`src/rtl/column_cursor_encoder.sv`:
```
// Column cursor encoder for a seven-column drop game.
// Turns left/right/drop buttons into a one-hot cursor and a drop request
// handshake. It skips full columns while moving and holds the drop request
// until the game logic acknowledges it.
// Optional feature: define COLUMN_CURSOR_DEBOUNCE_EN to add a per-button
// debouncer of DEBOUNCE_CYCLES stable samples.
module column_cursor_encoder #(
  parameter int unsigned DEBOUNCE_CYCLES = 16
) (
  input  logic       clk,
  input  logic       reset,
  input  logic       btn_left,
  input  logic       btn_right,
  input  logic       btn_drop,
  input  logic [6:0] col_full,
  input  logic       drop_ack,
  output logic [6:0] cursor_onehot,
  output logic       drop_valid,
  output logic [6:0] drop_column
);

  typedef enum logic [1:0] {StIdle, StWaitAck, StWaitClear} state_e;

  // Stop elaboration early on a meaningless debounce length.
  if (DEBOUNCE_CYCLES == 0) begin : g_bad_param
    $error("DEBOUNCE_CYCLES must be nonzero");
  end

  // Bit 0 = left, bit 1 = right, bit 2 = drop.
  logic [2:0] btn_raw;
  logic [2:0] btn_q;
  logic [2:0] level;
  logic [2:0] prev_q;
  logic [2:0] arm_q;
  logic [2:0] event_q;

  assign btn_raw = {btn_drop, btn_right, btn_left};

  // Input synchronising register.
  always_ff @(posedge clk) begin
    if (reset) btn_q <= 3'b000;
    else       btn_q <= btn_raw;
  end

`ifdef COLUMN_CURSOR_DEBOUNCE_EN
  localparam int unsigned CntW = $clog2(DEBOUNCE_CYCLES + 1);

  for (genvar i = 0; i < 3; i++) begin : g_debounce
    logic [CntW-1:0] cnt_q;
    logic            lvl_q;

    // Flip the filtered level only after an unbroken run of differing samples.
    always_ff @(posedge clk) begin
      if (reset) begin
        cnt_q <= '0;
        lvl_q <= 1'b0;
      end else if (btn_q[i] == lvl_q) begin
        cnt_q <= '0;
      end else if (cnt_q == CntW'(DEBOUNCE_CYCLES - 1)) begin
        cnt_q <= '0;
        lvl_q <= btn_q[i];
      end else begin
        cnt_q <= cnt_q + CntW'(1);
      end
    end

    assign level[i] = lvl_q;
  end
`else
  assign level = btn_q;
`endif

  // Registered rising-edge detector. A button only arms once its raw input
  // has been seen low, so a button held through reset stays silent until
  // it is released and pressed again.
  always_ff @(posedge clk) begin
    if (reset) begin
      prev_q  <= 3'b000;
      arm_q   <= 3'b000;
      event_q <= 3'b000;
    end else begin
      prev_q  <= level;
      arm_q   <= arm_q | ~btn_raw;
      event_q <= level & ~prev_q & arm_q;
    end
  end

  logic ev_left, ev_right, ev_drop;
  assign ev_left  = event_q[0];
  assign ev_right = event_q[1];
  assign ev_drop  = event_q[2];

  // Nearest non-full column to the left with wrap; unchanged if none.
  function automatic logic [2:0] step_left(input logic [2:0] cur, input logic [6:0] full);
    logic [2:0] res;
    logic [2:0] idx;
    logic       found;
    res   = cur;
    idx   = cur;
    found = 1'b0;
    for (int i = 0; i < 6; i++) begin
      idx = (idx == 3'd0) ? 3'd6 : idx - 3'd1;
      if (!found && !full[idx]) begin
        res   = idx;
        found = 1'b1;
      end
    end
    return res;
  endfunction

  // Nearest non-full column to the right with wrap; unchanged if none.
  function automatic logic [2:0] step_right(input logic [2:0] cur, input logic [6:0] full);
    logic [2:0] res;
    logic [2:0] idx;
    logic       found;
    res   = cur;
    idx   = cur;
    found = 1'b0;
    for (int i = 0; i < 6; i++) begin
      idx = (idx == 3'd6) ? 3'd0 : idx + 3'd1;
      if (!found && !full[idx]) begin
        res   = idx;
        found = 1'b1;
      end
    end
    return res;
  endfunction

  state_e     state_q, state_d;
  logic [2:0] cur_q, cur_d;
  logic       valid_q, valid_d;
  logic [6:0] col_q, col_d;

  // Cursor is kept as an index; the one-hot form is always a single bit.
  assign cursor_onehot = 7'(1) << cur_q;
  assign drop_valid    = valid_q;
  assign drop_column   = col_q;

  // State and cursor registers.
  always_ff @(posedge clk) begin
    if (reset) begin
      state_q <= StIdle;
      cur_q   <= 3'd3;
      valid_q <= 1'b0;
      col_q   <= 7'b0000000;
    end else begin
      state_q <= state_d;
      cur_q   <= cur_d;
      valid_q <= valid_d;
      col_q   <= col_d;
    end
  end

  // Next-state logic for the drop handshake and cursor movement.
  always_comb begin
    state_d = state_q;
    cur_d   = cur_q;
    valid_d = valid_q;
    col_d   = col_q;
    case (state_q)
      StIdle: begin
        // A drop event always wins; any coincident move is discarded.
        if (ev_drop) begin
          if (!col_full[cur_q]) begin
            col_d   = cursor_onehot;
            valid_d = 1'b1;
            state_d = StWaitAck;
          end
        end else if (ev_left && !ev_right) begin
          cur_d = step_left(cur_q, col_full);
        end else if (ev_right && !ev_left) begin
          cur_d = step_right(cur_q, col_full);
        end
      end
      StWaitAck: begin
        if (drop_ack) begin
          valid_d = 1'b0;
          state_d = StWaitClear;
        end
      end
      StWaitClear: begin
        // col_full has had a cycle to reflect the drop.
        if (col_full[cur_q]) cur_d = step_right(cur_q, col_full);
        state_d = StIdle;
      end
      default: state_d = StIdle;
    endcase
  end

endmodule

```
`config.mk`:
```
export PLATFORM = sky130hd
export DESIGN_NAME = column_cursor_encoder
export DESIGN_NICKNAME = d
export VERILOG_FILES = /design/src/rtl/column_cursor_encoder.sv
export SDC_FILE = /design/constraint.sdc
export NUM_CORES = 1
export LEC_CHECK = 0
export BUFFER_PORTS_ARGS = -buffer_cell sky130_fd_sc_hd__buf_2
export CAP_MARGIN = 30
export CORE_MARGIN = 5
export CORE_UTILIZATION = 28
export CTS_BUF_LIST = sky130_fd_sc_hd__clkbuf_2
export DETAILED_ROUTE_END_ITERATION = 12
export MAX_ROUTING_LAYER = met4
export PLACE_DENSITY = 0.43
export SYNTH_ARGS = -nofsm -noshare
export SYNTH_HDL_FRONTEND = slang
export SYNTH_SLANG_ARGS = --single-unit
```
`constraint.sdc`:
```
create_clock -name clk -period 10.8 [get_ports clk]
set_input_delay 1.08 -clock clk [delete_from_list [all_inputs] [get_ports clk]]
set_output_delay 1.08 -clock clk [all_outputs]
set_load 0.005 [all_outputs]
```
# Word-level counts from Yosys, hierarchy flattened
# Index checks and enable logic that the tools add are counted.
totals:
  reg_bits: 25
  input_bits: 13
  elab_cells: 239
op_classes:
  n_addsub: 12
  n_lt_le_gt_ge: 13
  n_eq_ne: 15
  shifts: 1
  mux: 127
  n_bitwise: 6
  n_reduce_logical: 57
op_table:
  columns: ["cell", "count"]
  rows:
  - ["3-bit two-way mux", 33]
  - ["1-bit two-way mux", 75]
  - ["3-bit by 4-bit < comparator with 1-bit output (second input constant)", 13]
  - ["1-bit binary-select mux with 3-bit select", 13]
  - ["1-bit zero test", 27]
  - ["3-bit by 1-bit adder with 3-bit output (second input constant)", 6]
  - ["3-bit == test (second input constant)", 6]
  - ["3-bit zero test", 6]
  - ["3-bit by 1-bit subtractor with 3-bit output (second input constant)", 6]
  - ["1-bit logical AND", 17]
  - ["2-bit != test (second input constant)", 5]
  - ["8-bit != test (second input constant)", 1]
  - ["1-bit by 3-bit << shifter with 7-bit output (first input constant)", 1]
  - ["3-bit bitwise AND", 2]
  - ["2-bit two-way mux", 3]
  - ["3-bit inverter", 2]
  - ["3-bit one-hot mux with 2 select lines", 1]
  - ["3-bit AND reduction", 2]
  - ["5-bit AND reduction", 1]
  - ["2-bit one-hot mux with 2 select lines", 1]
  - ["4-bit AND reduction", 1]
  - ["2-bit nonzero test", 2]
  - ["3-bit != test (second input constant)", 1]
  - ["3-bit OR", 1]
  - ["5 further kinds", 5]

# Logic depth before layout (Yosys ltp)
# Gate-level depths: netlist (run 1).
depth:
  depth_word: 44
  ltp_mapped: 26

# Worst setup path before layout (run 1)
# No wires, ideal clock.
synth_timing:
  path_kind: "register to register"
  startpoint: "register cur_q[0]"
  endpoint: "register cur_q[2]"
  setup_time_ps: 69
  arrival_ps: 5649
  required_ps: 10731
  setup_slack_ps: 5083
  path_stages_with_launch: 25
  cell_sequence: "dfxtp_1 > clkbuf_1 > clkinv_1 > ha_1 > nor2b_1 > or2_2 > ha_1 > a21oi_1 > or2_2 > clkbuf_1 > inv_1 > ha_1 > a311oi_1 > inv_1 > ha_1 > buf_1 > inv_1 > a31oi_1 > o221ai_1 > a221oi_1 > a41oi_1 > a41oi_1 > a31oi_4 > or3_1 > o21ai_1"
synth_between:
  elab_chain_cells: 44
  elab_cells_between_ends: 186
  classes_between: "12 x add/sub; 8 x eq/ne; 119 x mux; 47 x reduce/logical"
synth_rtl:
  columns: ["item", "line", "text"]
  rows:
  - ["from (decl)", "130", "logic [2:0] cur_q, cur_d;"]
  - ["from (signal assigned)", "148", "cur_q <= cur_d;"]
  - ["3-bit by 1-bit adder with 3-bit output or 3-bit == test (tied branches)", "120", "idx = (idx == 3'd6) ? 3'd0 : idx + 3'd1;"]
  - ["3-bit two-way mux", "120", null]
  - ["1-bit binary-select mux with 3-bit select", "121", "if (!found && !full[idx]) begin"]
  - ["1-bit two-way mux (not written as such)", "121", null]
  - ["1-bit two-way mux", "121", null]
  - ["1-bit two-way mux", "171", "end else if (ev_right && !ev_left) begin"]
  - ["1-bit two-way mux", "169", "end else if (ev_left && !ev_right) begin"]
  - ["1-bit two-way mux", "163", "if (ev_drop) begin"]
  - ["[28 not listed]", null, null]
  - ["1-bit two-way mux", "160", "case (state_q)"]
  - ["1-bit zero test", "121", null]
  - ["1-bit logical AND", "121", null]
  - ["3-bit two-way mux", "121", null]
  - ["3-bit two-way mux", "171", null]
  - ["3-bit two-way mux", "169", null]
  - ["3-bit two-way mux", "163", null]
  - ["3-bit one-hot mux with 2 select lines", "160", null]
# Several ways; a longest one is shown, not always the timed one. The select of a mux whose other input is x is not followed.
# A chain may end at the register's enable or synchronous reset.

# Worst setup path after layout (run 1)
layout_timing:
  startpoint: "register cur_q[1]"
  endpoint: "register cur_q[0]"
# The elaborated chain is that of the path after synthesis.

==> metrics.txt, run 1 <==
reg2reg setup slack between 4 and 5 ns; PortBufs 27; DR vias between 3,000 and 4,000; CTS tree yes; CP delay by family, top compound AO/OA/AOI/OAI gates; diodes inserted 0; Congestion Overflow GR 0; net count after synthesis approximately 500; Chip Width roughly 120 µm; Ports 28; crit path cell chain inv_1 > ha_1 > nor2b_1 > or2_2 > ha_1 > a21oi_1 > or2_2 > inv_1 > ha_1 > a311oi_1 > inv_1 > ha_1 > mux4_2 > a21oi_1 > nor2_1 > o41ai_1 > a2bb2oi_1 > a221o_1 > a21oi_1 > o21ai_1; Worst R2R Path Depth 20; ranking of synthesized cells by area dfxtp_1 15%, mux2i_1 7.6%, ha_1 6.2%; Hold Vio Cnt, Final 0; syn_area_per_cell slightly above 7 µm²; CTS Buf Count 3; Slew HR a little over a third; Vias/cell between 5 and 6; post-synthesis cell count around 470; CTS Hold Bufs 0; worst hold start prev_q[0]; GR Util All Layers between 15 and 20%; Seq. cell area 500.5 µm²; Yosys top cell area share 14.68%; Multi-input gate area 2674 µm²; CTS resizes 0; Slew Viols, Final 0; first drt pass iteration count 5; pin count of the biggest net entering global routing 37; Netlist cell types between 70 and 80; WL/cell ~18 µm; worst r2r dst cur_q[0]; most frequent cells in the layout 39 x nor2_1, 31 x nand2_1, 30 x a21oi_1, 30 x o21ai_0, 29 x inv_1; yosys warns 0; most common cell after layout, fill and taps aside nor2_1; Layout area overhead 6.828%; initial antenna violation count 0; Nets about 500; setup TNS 0 ns; CP endpoint kind register; reg2reg start cur_q[1]; 1st-iter DRT viols between 200 and 300; row cnt 40; Critical Path RT between 10 and 15 ns; number of flops mapped to enable cells by yosys 0; vias in the first global route 3,217; Tcrit/Tclk final around 58%; area leader, netlist dfxtp_1; WHS Endpoint event_q[0]; first-pass GRT wire length ~18 mm; worst skew pair latency approximately 0.34 ns; crit-path max FO 20; CP dominant cell by count ha_1; slew of the pin with the lowest slew margin about 0.95 ns; post-synthesis sequential area ratio 14.68%; clock-pin slew on the worst setup and hold paths approximately 0.24 ns; Post-synth ARST share 0%; worst path bufs/invs 3; outcome completed; unrepaired setup endpoints after global routing no; clock sink total 25; DRT antenna net count 0; Worst path max stage delay 0.81 ns; CP startpoint kind register; Hold WC Path Type reg2reg; starting density of the core 28.49%; final wirelength 11.36 mm; Final Setup Violations 0; Arrival @ worst endpoint roughly 6.5 ns; cell at the slowest stage of the critical path dfxtp_1; H-tree depth 1; ys flop type dfxtp_1; DRC Markers 0; Detail Placement HPWL approximately 8.2 mm; Seq cells post-synth 25; share of layout cells above drive strength 1 between 10% and 20%; CP Class reg2reg; max-cap violation count 0; min cycle time layout 6.245 ns; core footprint between 10,000 and 15,000 µm²; Worst Skew around 0.0032 ns; root buffer cell clkbuf_2; RD Place Congestion roughly 0.90; post-CTS repair timing setup buffer count 0; Hold Path Depth 1; Cell Area, Synth around 3400 µm²; fillers about 1,300; Chip Height around 120 µm; buffer depth of the longest clock path 2; Die Area between 10,000 and 15,000 µm²; fmax around 0.16 GHz
-- synthesized netlist by cell type (4+ instances only) --
| cell | number |
|---|---|
| a211oi_1 | 8 |
| a21boi_0 | 5 |
| a21oi_1 | 30 |
| a2bb2oi_1 | 4 |
| a311oi_1 | 5 |
| a31oi_1 | 6 |
| and3_1 | 7 |
| buf_1 | 8 |
| clkbuf_1 | 20 |
| dfxtp_1 | 25 |
| ha_1 | 17 |
| inv_1 | 29 |
| mux2i_1 | 26 |
| mux4_2 | 4 |
| nand2_1 | 31 |
| nand2b_1 | 8 |
| nand3_1 | 22 |
| nor2_1 | 39 |
| nor2b_1 | 12 |
| nor3_1 | 16 |
| nor3b_1 | 8 |
| nor4_1 | 4 |
| o211a_1 | 4 |
| o211ai_1 | 5 |
| o21ai_0 | 30 |
| o21ai_1 | 8 |
| o31ai_1 | 6 |
| or2_2 | 5 |
| or3_1 | 5 |
-- metrics by stage --
| stage | hold WS [ns] | util (%) | setup slack [ns] | instance area (µm²) | std cells |
|---|---|---|---|---|---|
| after floorplan | 0.3721 | - | 5.083 | 3408 | 469 |
| after global placement | 0.3802 | 30.27 | 4.765 | 3621 | 615 |
| after detailed placement | 0.3805 | 30.27 | 4.627 | 3621 | 615 |
| after CTS | 0.4159 | 30.44 | 4.585 | 3641 | 619 |
| after global routing | 0.4375 | 30.44 | 4.179 | 3641 | 619 |
| final | 0.4160 | 30.44 | 4.555 | 3641 | 619 |
-- flip-flops by register name, indices dropped and copies added, names as in the netlist --
name and count:
arm_q 3, btn_q 3, cur_q 3, drop_column 7, drop_valid 1, event_q 3, prev_q 3, state_q 2
-- logic make-up (layout without fill, tap and decap cells) --
logic type	after synthesis	in the layout	synth area share (%)
simple gates	171	171	26.40
mux	31	31	10.61
xor+xnor	4	4	1.579
compound gates	161	161	33.63
flops	25	25	14.68
buf+inv	60	63	6.864
fa+ha+maj	17	17	6.241
-- per-layer routing --
layer	vias up	wire length, µm	track usage, %
li1	1763	-	-
met1	1745	5186	19.85
met2	98	5716	26.80
met3	12	326	1.216
met4	0	135	2.691
met5	-	0	-
-- worst register-to-register path, stage by stage (launching register included) --
cell and delay (ns):
dfxtp_1 0.81, inv_1 0.22, ha_1 0.33, nor2b_1 0.21
or2_2 0.34, ha_1 0.27, a21oi_1 0.25, or2_2 0.23
inv_1 0.13, ha_1 0.27, a311oi_1 0.47, inv_1 0.16
ha_1 0.59, mux4_2 0.37, a21oi_1 0.21, nor2_1 0.13
o41ai_1 0.42, a2bb2oi_1 0.14, a221o_1 0.35, a21oi_1 0.17
o21ai_1 0.10
-- worst max-delay path by stage --
stage	from	end	slack [ns]	cells past startpoint
5_1_grt	cur_q[1]	cur_q[2]	4.18	21
3_3_place_gp	cur_q[1]	cur_q[0]	4.76	20
6_report	cur_q[1]	cur_q[0]	4.56	20
4_1_cts	cur_q[1]	cur_q[0]	4.59	20
3_5_place_dp	cur_q[1]	cur_q[0]	4.63	20
2_1_floorplan	cur_q[0]	cur_q[2]	5.08	24
-- cell type report --
cell class              instances  area share, %
repair buffers                 29          4.124
clock buffers                   4         0.5498
flip-flops and latches         25          13.75
well taps                     147          5.052
inverters                      30          3.093
multi-input cells             384          73.44
Power of run 1 is not shown: default switching activity piles up to over one toggle a cycle in this logic, so the estimate is an artifact.
==> run 2, diff against run 1 <==
Clock period 10.8 ns to 5.9 ns, I/O delays scaled along.
==> metrics.txt, run 2 (synthesis results as in run 1) <==
slew of the pin with the lowest slew margin 0.9094 ns (-0.03673 ns); Hold Vio Cnt, Final 0 (unchanged); post-route cell area 3691 µm² (+1.4%); vias in the first global route 3,414 (+6.1%); clock-pin slew on the worst setup and hold paths 0.26 ns (+0.02 ns); most common cell after layout, fill and taps aside nor2_1; WL/cell 18.58 µm (+1.2%); worst hold start btn_left; PortBufs 27 (unchanged); Congestion Overflow GR 0 (unchanged); CP Class reg2reg; core footprint 11,960 µm² (unchanged); max-cap violation count 0 (unchanged); initial antenna violation count 0 (unchanged); crit-path max FO 10 (-50%); Hold WC Path Type in2reg; row cnt 40 (unchanged); GR Util All Layers 15.87% (+0.49 points); Critical Path RT 6.20 ns (-4.87 ns); Hold Path Depth 2 (+1); clock sink total 25 (unchanged); reg2reg start cur_q[0]; diodes inserted 0 (unchanged); 1st-iter DRT viols 353 (+37%); Final Setup Violations 0 (unchanged); DR vias 3,567 (-1.4%); worst skew pair latency 0.36 ns (+0.02 ns); H-tree depth 1 (unchanged); first drt pass iteration count 5 (unchanged); max reg flops 7 (unchanged); setup TNS 0 ns (unchanged); WHS Endpoint arm_q[0]; Detail Placement HPWL 8.618 mm (+4.7%); Nets 509 (+1.2%); CP endpoint kind register; starting density of the core 28.49% (unchanged); reg2reg setup slack 0.47 ns (-4.08 ns); worst r2r dst cur_q[2]; Vias/cell 5.707 (-2.4%); first-pass GRT wire length 18.20 mm (+2.8%); Die Area 14,480 µm² (unchanged); buffer depth of the longest clock path 2 (unchanged); unrepaired setup endpoints after global routing no; most frequent cells in the layout 39 x nor2_1, 31 x nand2_1, 30 x a21oi_1, 30 x o21ai_0, 29 x inv_1; outcome completed; pin count of the biggest net entering global routing 37 (unchanged); Chip Width 120.3 µm (unchanged); Arrival @ worst endpoint 5.73 ns (-0.78 ns); DRT antenna net count 0 (unchanged); share of layout cells above drive strength 1 15.06% (+1.3 points); Worst R2R Path Depth 21 (+5.0%); Slew Viols, Final 0 (unchanged); Tcrit/Tclk final 92.03% (+34 points); Ports 28 (unchanged); fmax 0.1842 GHz (+15%); Chip Height 120.3 µm (unchanged); final wirelength 11.61 mm (+2.2%); Worst Skew 0.02116 ns (+0.01793 ns); DRC Markers 0 (unchanged); CP startpoint kind register; Layout area overhead 8.297%; min cycle time layout 5.430 ns (-0.8152 ns); RD Place Congestion 0.8734 (-3.4%); Post-Place Cell Area 3666 µm² (+1.2%); CTS Buf Count 3 (unchanged); CTS Hold Bufs 0 (unchanged); Slew HR 38.86% (+2.4 points); root buffer cell clkbuf_2; CTS tree yes
## run 2: cell types whose count changed in the layout (fill, tap and decap cells not counted)
cell        previous run  this run
buf_4                  2         8
ha_2                   0         1
clkbuf_2               4         3
clkinvlp_4             0         1
ha_1                  17        16
## run 2: metrics by stage
stage	hold WS (ns)	setup WS, ns	util (%)	std cells
5_1_grt	0.3122	0.06302	30.86	625
3_3_place_gp	0.3808	0.6284	30.65	621
6_report	0.3664	0.4704	30.86	625
3_5_place_dp	0.3869	0.4641	30.65	621
4_1_cts	0.3420	0.3823	30.84	625
2_1_floorplan	0.3721	0.1826	-	469
## run 2: routing by layer
metal / routed length [µm] / track usage (%)
met1: 5189 / 19.75
met5: 0 / -
met2: 5956 / 28.73
met3: 373 / 1.216
met4: 91 / 2.479
## run 2: timing repair
item	in CTS	in global routing
setup endpoints to repair	0	2
gates resized for setup	0	1
setup buffers	0	0
## run 2: area by class of cell
class                      count  area, µm²
fill                        1298       8270
multi-input combinational    384       2676
clock buffer                   3      15.01
tap                          147      183.9
clock inverter                 1      7.507
sequential                    25      500.5
timing repair buffer          35      195.2
inverter                      30      112.6
## run 2: worst max path at each step
stage / startpoint / end / slack [ns] / cells after the start
CTS: cur_q[0] / cur_q[2] / 0.38 / 21
global placement: cur_q[0] / cur_q[2] / 0.63 / 21
finish: cur_q[0] / cur_q[2] / 0.47 / 21
detailed placement: cur_q[0] / cur_q[2] / 0.46 / 21
floorplan: cur_q[0] / cur_q[2] / 0.18 / 24
global route: cur_q[0] / cur_q[1] / 0.06 / 22
## run 2: worst max-delay path, cell delays in order, from the launching register on
cell	delay (ns)
dfxtp_1	0.40
clkinv_1	0.09
ha_1	0.21
nor2b_1	0.16
or2_2	0.34
ha_1	0.27
a21oi_1	0.25
or2_2	0.23
inv_1	0.14
ha_1	0.27
a311oi_1	0.47
inv_1	0.18
ha_2	0.52
inv_1	0.15
a31oi_1	0.15
o221ai_1	0.13
a221oi_1	0.32
a41oi_1	0.15
a41oi_1	0.36
a31oi_4	0.08
or3_1	0.37
o21ai_1	0.13
Power of run 2 is left out for the same reason.
==> run 3, diff against run 2 <==
Settings changed: BUFFER_PORTS_ARGS -buffer_cell sky130_fd_sc_hd__buf_2 to not set, DONT_BUFFER_PORTS set to 1, PLACE_DENSITY 0.43 to 0.41.
==> metrics.txt, run 3 (synthesis results as in run 1) <==
setup TNS 0 ns (unchanged); Nets 482 (-5.3%); Chip Height 120.3 µm (unchanged); crit path cell chain clkinv_1 > ha_1 > nor2b_1 > or2_2 > ha_1 > a21oi_1 > or2_2 > inv_1 > ha_1 > a311oi_1 > inv_1 > ha_1 > inv_1 > a31oi_1 > o221ai_1 > a221oi_1 > a41oi_1 > a41oi_1 > a31oi_4 > or3_1 > o21ai_1; pin count of the biggest net entering global routing 36 (-2.7%); clock sink total 25 (unchanged); CP delay by family, top compound AO/OA/AOI/OAI gates; post-CTS repair timing setup buffer count 0 (unchanged); Detail Placement HPWL 8.496 mm (-1.4%); Final Setup Violations 0 (unchanged); core footprint 11,960 µm² (unchanged); CTS resizes 0 (unchanged); Congestion Overflow GR 0 (unchanged); Slew HR 35.13% (-3.7 points); DR vias 3,537 (-0.84%); DRT antenna net count 0 (unchanged); vias in the first global route 3,246 (-4.9%); Tcrit/Tclk final 94.32% (+2.3 points); worst skew pair latency 0.34 ns (-0.02 ns); PortBufs 0 (-100%); CTS Buf Count 3 (unchanged); final wirelength 11.52 mm (-0.82%); Worst path max stage delay 0.59 ns (+0.07 ns); first drt pass iteration count 6 (+1); H-tree depth 1 (unchanged); outcome completed; Hold WC Path Type in2reg; CTS Hold Bufs 0 (unchanged); worst path bufs/invs 4 (unchanged); Chip Width 120.3 µm (unchanged); Worst R2R Path Depth 21 (unchanged); CP dominant cell by count ha_1; most common cell after layout, fill and taps aside nor2_1; Arrival @ worst endpoint 5.87 ns (+0.14 ns); row cnt 40 (unchanged); initial antenna violation count 0 (unchanged); share of layout cells above drive strength 1 9.756% (-5.3 points); Slew Viols, Final 0 (unchanged); slew of the pin with the lowest slew margin 0.9661 ns (+0.05677 ns); most frequent cells in the layout 39 x nor2_1, 31 x nand2_1, 30 x a21oi_1, 30 x o21ai_0, 29 x inv_1; diodes inserted 0 (unchanged); fillers 1,300 (+0.15%); RD Place Congestion 0.8966 (+2.7%); Worst Skew 0.002762 ns (-0.01840 ns); Die Area 14,480 µm² (unchanged); root buffer cell clkbuf_2; starting density of the core 28.49% (unchanged); max reg flops 7 (unchanged); DRC Markers 0 (unchanged); Vias/cell 5.915 (+3.6%); CP endpoint kind register; 1st-iter DRT viols 232 (-34%); WL/cell 19.26 µm (+3.7%); Multi-input gate area 2674 µm² (about the same); clock-pin slew on the worst setup and hold paths 0.24 ns (-0.02 ns); fmax 0.1797 GHz (-2.4%); min cycle time layout 5.565 ns (+0.1351 ns); cell at the slowest stage of the critical path ha_1; GR Util All Layers 15.70% (-0.16 points); Critical Path RT 6.21 ns (about the same); max-cap violation count 0 (unchanged); Crit path depth 21 (unchanged); Hold Vio Cnt, Final 0 (unchanged); Ports 28 (unchanged); Hold Path Depth 1 (-1); CP Class reg2reg; first-pass GRT wire length 17.92 mm (-1.5%); Seq. cell area 500.5 µm² (unchanged); CP startpoint kind register; crit-path max FO 10 (unchanged); Layout area overhead 4.185%; CTS tree yes; buffer depth of the longest clock path 2 (unchanged); unrepaired setup endpoints after global routing no
==> run 3: worst paths after layout <==
kind	startpoint	to	slack, ns
hold reg to reg	prev_q[1]	event_q[1]	0.41
hold / removal	reset	drop_valid	0.27
setup / recovery	cur_q[0]	cur_q[2]	0.34
setup reg to reg	cur_q[0]	cur_q[2]	0.34
==> run 3: cell type report <==
| type | instances | area share (%) |
|---|---|---|
| clock buffers | 4 | 0.5638 |
| well taps | 147 | 5.180 |
| repair buffers | 8 | 1.691 |
| inverters | 30 | 3.171 |
| flip-flops and latches | 25 | 14.09 |
| multi-input cells | 384 | 75.30 |
==> run 3: metal layers <==
layer / track usage [%] / up-vias / wire [µm]
met2: 25.61 / 102 / 5423
met4: 4.674 / 0 / 233
met1: 20.73 / 1703 / 5365
met5: - / - / 0
met3: 1.543 / 18 / 494
li1: - / 1714 / -
==> run 3: stage by stage <==
step / cell area, µm² / hold WS (ns) / std cells / utilization, % / setup slack [ns]
2_1_floorplan: 3408 / 0.3721 / 469 / - / 0.1826
3_5_place_dp: 3531 / 0.3852 / 594 / 29.52 / 0.4974
4_1_cts: 3551 / 0.2440 / 598 / 29.69 / 0.4427
5_1_grt: 3551 / 0.2014 / 598 / 29.69 / 0.02331
6_report: 3551 / 0.2691 / 598 / 29.69 / 0.3353
3_3_place_gp: 3531 / 0.3851 / 594 / 29.52 / 0.5923
Power of run 3 is left out for the same reason.
